`config.mk`:
```
export PLATFORM = sky130hd
export DESIGN_NAME = mem_game_sequencer
export DESIGN_NICKNAME = d
export VERILOG_FILES = /design/src/rtl/mem_game_sequencer.sv
export SDC_FILE = /design/constraint.sdc
export NUM_CORES = 1
export LEC_CHECK = 0
export CAP_MARGIN = 20
export CORE_UTILIZATION = 55
export CTS_CLUSTER_DIAMETER = 80
export DETAILED_ROUTE_END_ITERATION = 8
export PLACE_DENSITY = 0.75
export SLEW_MARGIN = 10
export SYNTH_ARGS = -nofsm -noshare
export SYNTH_HDL_FRONTEND = slang
export SYNTH_SLANG_ARGS = --single-unit
```
`constraint.sdc`:
```
create_clock -name clock -period 3.8 [get_ports clock]
set_input_delay 0.76 -clock clock [delete_from_list [all_inputs] [get_ports clock]]
set_output_delay 0.76 -clock clock [all_outputs]
set_load 0.03 [all_outputs]
```
`src/rtl/mem_game_sequencer.sv`:
```
// Memory-game level engine: generates a growing random digit sequence, flashes it,
// then scores the player's answers with per-digit timeout and a limited number of lives.
module mem_game_sequencer #(
  parameter int DIGIT_W     = 4,
  parameter int NUM_LEVELS  = 5,
  parameter int BASE_LEN    = 3,
  parameter int MAX_LEN     = 8,
  parameter int FLASH_CYC   = 8,
  parameter int GAP_CYC     = 2,
  parameter int TIMEOUT_CYC = 64,
  parameter int LIVES       = 2
) (
  input  logic                             clock,
  input  logic                             rst,
  input  logic                             session_ok,
  input  logic                             logout,
  input  logic                             start,
  input  logic [DIGIT_W-1:0]               rnd_in,
  input  logic                             punch,
  input  logic [DIGIT_W-1:0]               answer,
  output logic [DIGIT_W-1:0]               flash_num,
  output logic                             flash_valid,
  output logic [DIGIT_W-1:0]               ans_echo,
  output logic [$clog2(NUM_LEVELS+1)-1:0]  level_num,
  output logic [$clog2(LIVES+1)-1:0]       lives_left,
  output logic                             win,
  output logic                             lose,
  output logic                             busy
);

  // state    | meaning
  // IDLE     | no session, all outputs 0
  // READY    | waiting for start of current level
  // GEN      | capturing one random digit per cycle
  // FLASH    | showing seq_buf[idx] for FLASH_CYC cycles
  // GAP      | blank for GAP_CYC cycles after each digit
  // ANSWER   | scoring punched digits, per-digit timeout running
  // LEVEL_OK | one-cycle level advance / win decision
  // WIN      | game won, waiting for start
  // LOSE     | lives exhausted, waiting for start
  typedef enum logic [3:0] {
    IDLE, READY, GEN, FLASH, GAP, ANSWER, LEVEL_OK, WIN, LOSE
  } state_t;

  localparam int LVL_W   = $clog2(NUM_LEVELS + 1);
  localparam int LIV_W   = $clog2(LIVES + 1);
  localparam int IDX_W   = (MAX_LEN > 1) ? $clog2(MAX_LEN) : 1;
  localparam int TMR_MAX = (FLASH_CYC > GAP_CYC) ? FLASH_CYC : GAP_CYC;
  localparam int TMR_W   = $clog2(TMR_MAX + 1);
  localparam int TO_W    = $clog2(TIMEOUT_CYC + 2);
  localparam int TO_LOAD = (TIMEOUT_CYC > 0) ? TIMEOUT_CYC - 1 : 0;
  localparam bit TO_EN   = (TIMEOUT_CYC > 0);

  state_t             state;
  logic [DIGIT_W-1:0] seq_buf [MAX_LEN];
  logic [IDX_W-1:0]   idx;
  logic [TMR_W-1:0]   tmr;
  logic [TO_W-1:0]    to_cnt;
  logic [IDX_W-1:0]   last_idx;
  logic               hit;
  logic               expired;
  int                 len_i;

  // sequence length saturates at MAX_LEN; level 0 only occurs outside play
  always_comb begin
    len_i = BASE_LEN + int'(level_num) - 1;
    if (len_i > MAX_LEN) len_i = MAX_LEN;
    if (len_i < 1) len_i = 1;
    last_idx = IDX_W'(len_i - 1);
    hit      = (answer == seq_buf[idx]);
    expired  = TO_EN && (to_cnt == '0);
  end

  always_ff @(posedge clock) begin
    if (rst) begin
      state       <= IDLE;
      idx         <= '0;
      tmr         <= '0;
      to_cnt      <= '0;
      flash_num   <= '0;
      flash_valid <= 1'b0;
      ans_echo    <= '0;
      level_num   <= '0;
      lives_left  <= '0;
      win         <= 1'b0;
      lose        <= 1'b0;
      busy        <= 1'b0;
      for (int i = 0; i < MAX_LEN; i++) seq_buf[i] <= '0;
    end else if (logout || !session_ok) begin
      state       <= IDLE;
      idx         <= '0;
      tmr         <= '0;
      to_cnt      <= '0;
      flash_num   <= '0;
      flash_valid <= 1'b0;
      ans_echo    <= '0;
      level_num   <= '0;
      lives_left  <= '0;
      win         <= 1'b0;
      lose        <= 1'b0;
      busy        <= 1'b0;
    end else begin
      ans_echo <= answer;
      case (state)
        IDLE: begin
          ans_echo   <= '0;
          state      <= READY;
          level_num  <= LVL_W'(1);
          lives_left <= LIV_W'(LIVES);
        end
        READY: begin
          if (start) begin
            state <= GEN;
            idx   <= '0;
            busy  <= 1'b1;
          end
        end
        GEN: begin
          seq_buf[idx] <= rnd_in;
          if (idx == last_idx) begin
            state       <= FLASH;
            idx         <= '0;
            tmr         <= TMR_W'(FLASH_CYC - 1);
            flash_valid <= 1'b1;
            // with a one-digit sequence buf[0] is being written this very edge
            flash_num   <= (last_idx == '0) ? rnd_in : seq_buf[0];
          end else begin
            idx <= idx + IDX_W'(1);
          end
        end
        FLASH: begin
          if (tmr == '0) begin
            state       <= GAP;
            tmr         <= TMR_W'(GAP_CYC - 1);
            flash_valid <= 1'b0;
            flash_num   <= '0;
          end else begin
            tmr <= tmr - TMR_W'(1);
          end
        end
        GAP: begin
          if (tmr != '0) begin
            tmr <= tmr - TMR_W'(1);
          end else if (idx == last_idx) begin
            state  <= ANSWER;
            idx    <= '0;
            to_cnt <= TO_W'(TO_LOAD);
            busy   <= 1'b0;
          end else begin
            state       <= FLASH;
            idx         <= idx + IDX_W'(1);
            tmr         <= TMR_W'(FLASH_CYC - 1);
            flash_valid <= 1'b1;
            flash_num   <= seq_buf[idx + IDX_W'(1)];
          end
        end
        ANSWER: begin
          // a punch always wins over a coincident timeout
          if (punch && hit) begin
            if (idx == last_idx) begin
              state <= LEVEL_OK;
            end else begin
              idx    <= idx + IDX_W'(1);
              to_cnt <= TO_W'(TO_LOAD);
            end
          end else if (punch || expired) begin
            lives_left <= lives_left - LIV_W'(1);
            if (lives_left == LIV_W'(1)) begin
              state <= LOSE;
              lose  <= 1'b1;
            end else begin
              state       <= FLASH;
              idx         <= '0;
              tmr         <= TMR_W'(FLASH_CYC - 1);
              flash_valid <= 1'b1;
              flash_num   <= seq_buf[0];
              busy        <= 1'b1;
            end
          end else if (to_cnt != '0) begin
            to_cnt <= to_cnt - TO_W'(1);
          end
        end
        LEVEL_OK: begin
          if (level_num == LVL_W'(NUM_LEVELS)) begin
            state <= WIN;
            win   <= 1'b1;
          end else begin
            state     <= READY;
            level_num <= level_num + LVL_W'(1);
          end
        end
        WIN, LOSE: begin
          if (start) begin
            state      <= GEN;
            idx        <= '0;
            level_num  <= LVL_W'(1);
            lives_left <= LIV_W'(LIVES);
            win        <= 1'b0;
            lose       <= 1'b0;
            busy       <= 1'b1;
          end
        end
        default: state <= IDLE;
      endcase
    end
  end

endmodule

```
==> results of run 1 <==
## sequential cells by signal (all words and copies together), names as in the netlist, 3 cells and up, named ones only
name and flops:
seq_buf 32, to_cnt 7, ans_echo 4, flash_num 4
state 4, tmr 4, idx 3, level_num 3
## final cells by class
type / count / share of cell area [%]
Clock buffer: 10 / 2.559
Clock inverter: 6 / 2.208
Inverter: 15 / 1.129
Multi-Input combinational cell: 340 / 50.55
Sequential cell: 70 / 34.52
Tap cell: 102 / 2.559
Timing Repair Buffer: 33 / 6.473
## tightest hold or removal path: cells and delay by family (launching register included)
family          cells  cell delay, ns
compound gates      1            0.05
simple gates        1            0.05
flops               1            0.31
## layer usage
layer / wire length (um) / up-vias / GRT usage (%)
met5: 0 / - / 0
met4: 127 / 0 / 5.556
met3: 678 / 14 / 5.276
met2: 4794 / 116 / 43.11
met1: 4883 / 1743 / 37.93
li1: - / 1717 / -
## logic make-up (layout without fill, tap and decap cells)
group	after synthesis	in the layout
flops	70	70
buf+inv	34	64
simple gates	182	182
mux	31	31
fa+ha+maj	11	11
xor+xnor	4	4
compound gates	112	112
## layout by cell type, fill, tap and decap left out, drive strengths merged, types with 8 or more instances in the layout
master,n
nor2,34
edfxtp,32
mux4,8
and2,41
mux2i,21
inv,15
o21ai,19
dfxtp,38
clkdlybuf4s50,30
a31oi,14
a21oi,23
a211oi,10
clkbuf,10
ha,11
nand2,26
nor3,19
or2,11
## Yosys cell counts, types with 4 or more instances
master,number
and2_1,40
dfxtp_1,38
nor2_1,34
edfxtp_1,32
nand2_1,26
a21oi_1,22
mux2i_1,21
nor3_1,16
o21ai_0,15
a31oi_1,14
inv_1,14
clkbuf_1,12
ha_1,11
a211oi_1,9
or2_2,9
mux4_2,8
nor2b_1,7
nand2b_1,6
buf_6,5
or3_1,5
a221oi_1,4
nand3b_1,4
o211a_1,4
o21a_1,4
## power by group
group          internal (uW)  switching [uW]
Clock                    435             297
Sequential               800            16.0
Combinational           55.5            72.1
## final timing paths
kind	endpoint	slack (ns)	cells past startpoint
worst max-delay path	flash_valid$_SDFFE_PP0P_	0.57	12
worst min-delay path	win$_SDFFE_PP0P_	0.46	2
worst max register to register	flash_valid$_SDFFE_PP0P_	0.57	12
worst min register to register	win$_SDFFE_PP0P_	0.46	2
## per-stage QoR
| stage | setup WS, ns | cells | instance area [um^2] | power (uW) |
|---|---|---|---|---|
| after floorplan | 0.8768 | 444 | 4415 | 913.7 |
| after global placement | 0.7267 | 560 | 4750 | 954.9 |
| after detailed placement | 0.6201 | 560 | 4750 | 958.8 |
| after CTS | 0.5960 | 576 | 4987 | 1676 |
| after global routing | 0.3430 | 576 | 4987 | 1733 |
| final | 0.5682 | 576 | 4987 | 1675 |
==> results.tsv, run 1 <==
stage	metric	value	unit
floorplan	IO Pins	31	
sta	clock skew	0.009905	ns
cts	post-CTS sizing	0	
logic_synthesis	synthesized flop and latch total	70	
sta	Fin. Hold Viols	0	
setup_path	Worst Path Max Fanout	14	
placement	count of input and output buffers	30	
cts	worst-skew pair later-pin latency	0.35	ns
cts	Post-CTS Hold Fix Bufs	0	
placement	GP Congestion	0.8894	
sta	worst-margin pin slew	0.8750	ns
sta	Final Setup Violations	0	
logic_synthesis	Syn Inst Count	444	
setup_path	Crit. Startpoint	level_num[0]$_SDFFE_PP0P_	
logic_synthesis	Yosys top cell area share	21.76	%
floorplan	Initial Util	57.14	%
logic_synthesis	mux cell area share after synthesis	9.436	%
hold_path	worst hold path class	reg2reg	
route	Vias/cell	6.233	
layout	Area growth, synth to finish	12.95	%
setup_path	critical path class	reg2reg	
setup_path	CP most frequent cell	ha_1	
cts	clock transition at the registers of the reported paths	0.08	ns
setup_path	cell at the slowest stage of the critical path	dfxtp_1	
logic_synthesis	Post-Synth Adder-Cell Area	3.117	%
floorplan	die height	91.60	um
sta	RSZ-0062 raised after global routing	no	
logic_synthesis	XOR/XNOR Fraction of Synth Area	0.7934	%
logic_synthesis	post-synthesis compound-gate area fraction	19.04	%
cts	CTS buffer count	9	
layout	nets	494	
logic_synthesis	post-synth cell types	80	
sta	Fin Setup TNS	0	ns
setup_path	Buf/Inv on CP	1	
logic_synthesis	Yosys top cell by area	edfxtp_1	
layout	FILL cells	637	
layout	Reg area	0.001722	mm^2
setup_path	worst r2r src	level_num[0]$_SDFFE_PP0P_	
logic_synthesis	Synth Area in Simple Gates	24.71	%
grt	grt ovf	0	
power_and_ir_drop	Pwr Density	335.9	mW/mm^2
route	initial drt markers	336	
setup_path	CP arrival	3.41	ns
cts	CTS Sinks	70	
route	wire per inst	18.20	um
logic_synthesis	Top FF cell, synth	dfxtp_1	
power_and_ir_drop	Leak Pwr	0.001726	uW
logic_synthesis	Post-synth ARST share	0	%
layout	Multi-input gate area	0.002521	mm^2
layout	ant diodes	0	
cts	clock root cell	clkbuf_8	
setup_path	Worst path max stage delay	0.47	ns
route	Initial DRT Pass Iterations	5	
floorplan	core area	0.007727	mm^2
layout	Layout Utilization	64.54	%
logic_synthesis	syn nets	469	
sta	fin crit share	85.05	%
grt	initial antenna violation count	0	
cts	Post-CTS Setup Repair Bufs	0	
floorplan	Die W	91.60	um
job	maximum capacitance violations	0	
setup_path	crit start category	flop	
hold_path	hold_sp	win$_SDFFE_PP0P_	
sta	Worst slew margin	41.59	%
sta	Slew Viols, Final	0	
setup_path	nature of the critical path endpoint	flop	
cts	CTS Buffer Depth	2	
logic_synthesis	largest family of logic cells by synthesized area	simple AND/OR/NAND/NOR gates	
placement	Detailed Place HPWL	7600	um
grt	first-pass GRT wire length	17640	um
logic_synthesis	synthesis warning total	0	
route	Post-Route WL	10480	um
setup_path	worst-path cell chain	inv_1, ha_1, a21bo_2, and2_1, ha_1, xor2_1, a31oi_1, o211ai_2, o211a_1, nor2_1, and3_4, a311oi_1	
route	DRT antenna net count	0	
logic_synthesis	leading cell types by total area after synthesis	edfxtp_1, dfxtp_1, and2_1	
logic_synthesis	sequential share of the synthesized area	38.99	%
setup_path	Crit path max-delay family	compound AO/OA/AOI/OAI gates	
sta	WHS	0.4608	ns
sta	minimum clock period	3.232	ns
cts	H-tree levels	3	
floorplan	# rows	32	
sta	fmax	0.3094	GHz
route	DR DRC count	0	
grt	vias in the first global route	3470	
route	via count	3590	
logic_synthesis	EDFF count, synth	32	
floorplan	die area	0.008391	mm^2
power_and_ir_drop	Max IR drop VDD	164.2	uV
logic_synthesis	area of the mapped netlist	0.004415	mm^2
logic_synthesis	Avg Synthesized Cell Area	9.945	um^2
grt	gr usage total	26.98	%
outcome	status	completed	
cts	CTS tree	built	
grt	largest net degree at the start of global routing	30	
setup_path	Worst EP required	3.97	ns
layout	layout cells sized above 1	13.92	%
No activity file was read; power rests on OpenSTA's default activity.
==> run 2: changes to the inputs <==
--- a/config.mk
+++ b/config.mk
@@ -6,10 +6,13 @@
 export NUM_CORES = 1
 export LEC_CHECK = 0
 export CAP_MARGIN = 20
-export CORE_UTILIZATION = 55
+export CELL_PAD_IN_SITES_DETAIL_PLACEMENT = 1
+export CELL_PAD_IN_SITES_GLOBAL_PLACEMENT = 2
+export CORE_UTILIZATION = 38
 export CTS_CLUSTER_DIAMETER = 80
 export DETAILED_ROUTE_END_ITERATION = 8
-export PLACE_DENSITY = 0.75
+export PLACE_DENSITY_LB_ADDON = 0.1
+export RECOVER_POWER = 100
 export SLEW_MARGIN = 10
 export SYNTH_ARGS = -nofsm -noshare
 export SYNTH_HDL_FRONTEND = slang
==> results.tsv, run 2 (synthesis gave the netlist of run 1 again) <==
stage	metric	value	unit	change
outcome	status	completed		
layout	leading cell type in the layout, fill and taps excluded	dfxtp_1		
layout	Post-Layout Cell Count	615		+6.8%
route	via count	3515		-2.1%
layout	largest registers	seq_buf (32), to_cnt (7)		
power_and_ir_drop	Leak Pwr	0.001756	uW	+1.8%
layout	max FFs per register	32		unchanged
route	wire per inst	19.58	um	+7.6%
route	DR DRC count	0		unchanged
cts	CTS Sinks	70		unchanged
floorplan	core area	0.01108	mm^2	+43%
route	initial drt markers	132		-61%
sta	Fin Setup TNS	0	ns	unchanged
cts	CTS Buffer Depth	2		unchanged
layout	nets	495		+0.20%
layout	ant diodes	0		unchanged
setup_path	nature of the critical path endpoint	flop		
cts	worst-skew pair later-pin latency	0.34	ns	about the same
grt	grt ovf	0		unchanged
floorplan	# rows	38		+19%
power_and_ir_drop	Max IR drop VDD	296.3	uV	+80%
sta	Fin. Hold Viols	0		unchanged
sta	fmax	0.2963	GHz	-4.2%
cts	CTS tree	built		
floorplan	die height	109.8	um	+20%
cts	clock transition at the registers of the reported paths	0.06	ns	-0.02 ns
floorplan	IO Pins	31		unchanged
placement	count of input and output buffers	30		unchanged
hold_path	worst hold path class	reg2reg		
floorplan	Initial Util	39.86	%	-17 points
sta	RSZ-0062 raised after global routing	no		
route	Post-Route WL	12040	um	+15%
setup_path	CP most frequent cell	ha_1		
setup_path	cell at the slowest stage of the critical path	dfxtp_1		
layout	layout cells sized above 1	12.42	%	-1.5 points
setup_path	CP arrival	3.54	ns	+0.13 ns
route	DRT antenna net count	0		unchanged
sta	worst-margin pin slew	1.167	ns	+0.2917 ns
sta	minimum clock period	3.375	ns	+0.1429 ns
placement	GP Congestion	0.8351		-6.1%
setup_path	Worst path max stage delay	0.45	ns	-0.02 ns
cts	Post-CTS Setup Repair Bufs	0		unchanged
grt	initial antenna violation count	0		unchanged
setup_path	worst-path cell chain	inv_1, ha_1, a21bo_2, and2_0, ha_1, xor2_1, a31oi_1, o211ai_2, o211a_1, nor2_1, and3_1, a311oi_1		
setup_path	Worst Path Max Fanout	14		unchanged
grt	gr usage total	21.72	%	-5.3 points
route	Vias/cell	5.715		-8.3%
route	Initial DRT Pass Iterations	4		-1
floorplan	die area	0.01205	mm^2	+44%
setup_path	crit start category	flop		
cts	CTS buffer count	9		unchanged
layout	most frequent cells in the layout	dfxtp_1, nor2_1, edfxtp_1, and2_0, nand2_1		
layout	final instance area	0.005012	mm^2	+0.50%
cts	clock root cell	clkbuf_16		
grt	first-pass GRT wire length	19330	um	+9.6%
sta	Slew Viols, Final	0		unchanged
job	maximum capacitance violations	0		unchanged
sta	Final Setup Violations	0		unchanged
sta	Worst slew margin	22.22	%	-19 points
layout	FILL cells	1255		+97%
floorplan	Die W	109.8	um	+20%
placement	DP Area	0.004805	mm^2	+1.2%
cts	Post-CTS Hold Fix Bufs	0		unchanged
setup_path	critical path class	reg2reg		
cts	post-CTS sizing	0		unchanged
placement	Detailed Place HPWL	9087	um	+20%
placement	total placed cells including tap cells	599		+7.0%
cts	H-tree levels	3		unchanged
layout	Top reg by flops	seq_buf		
setup_path	Worst EP required	3.97	ns	about the same
sta	fin crit share	88.81	%	+3.8 points
grt	largest net degree at the start of global routing	29		-3.3%
sta	clock skew	0.008133	ns	-0.001772 ns
layout	Area growth, synth to finish	13.52	%	
grt	vias in the first global route	3538		+2.0%
power_and_ir_drop	Pwr Density	345.9	mW/mm^2	+3.0%
-- run 2: layout make-up --
type / instances / area [um^2] / area share [%]
tap: 140 / 175.2 / 3.495
sequential: 70 / 1722 / 34.35
clock buffer: 10 / 229.0 / 4.568
multi-input combinational: 340 / 2457 / 49.03
inverter: 15 / 56.30 / 1.123
clock inverter: 6 / 46.29 / 0.9236
timing repair buffer: 34 / 326.6 / 6.515
-- run 2: path summary, 6_finish.rpt --
kind                             start                       end  slack (ns)  cells after the start
max reg2reg  level_num[0]$_SDFFE_PP0P_  flash_valid$_SDFFE_PP0P_        0.43                     12
min                  lose$_SDFFE_PP0P_         lose$_SDFFE_PP0P_        0.45                      2
min reg2reg          lose$_SDFFE_PP0P_         lose$_SDFFE_PP0P_        0.45                      2
max          level_num[0]$_SDFFE_PP0P_  flash_valid$_SDFFE_PP0P_        0.43                     12
-- run 2: worst max-delay path, delay by kind of cell, from the launching register on --
kind | cells | cell delay [ns]
adder cells (fa/ha/maj) | 2 | 0.53
flip-flops | 1 | 0.45
AND/OR/NAND/NOR | 3 | 0.85
AO/OA/AOI/OAI | 5 | 1.14
XOR/XNOR | 1 | 0.14
buffers and inverters | 1 | 0.08
-- run 2: per-stage QoR --
stage	setup slack [ns]	hold WS [ns]	power [uW]	utilization (%)
finish	0.4254	0.4511	1734	45.25
global route	0.1306	0.4769	1789	45.25
CTS	0.5434	0.4606	1764	45.86
detailed placement	0.5591	0.4523	965.5	43.37
global placement	0.6931	0.4434	962.2	43.37
floorplan	0.8768	0.4435	913.7	-
-- run 2: where the power goes --
part / switching [uW] / leakage [uW] / internal (uW)
sequential: 15.6 / 0.000636 / 801
combinational: 72.7 / 0.000990 / 53.2
clock: 345 / 0.000129 / 446
-- run 2: layer usage --
| layer | vias up | wire, um | track usage, % |
|---|---|---|---|
| li1 | 1706 | - | - |
| met1 | 1743 | 5719 | 29.65 |
| met2 | 58 | 5699 | 34.55 |
| met3 | 8 | 484 | 4.683 |
| met4 | 0 | 140 | 5.905 |
| met5 | - | 0 | 0 |
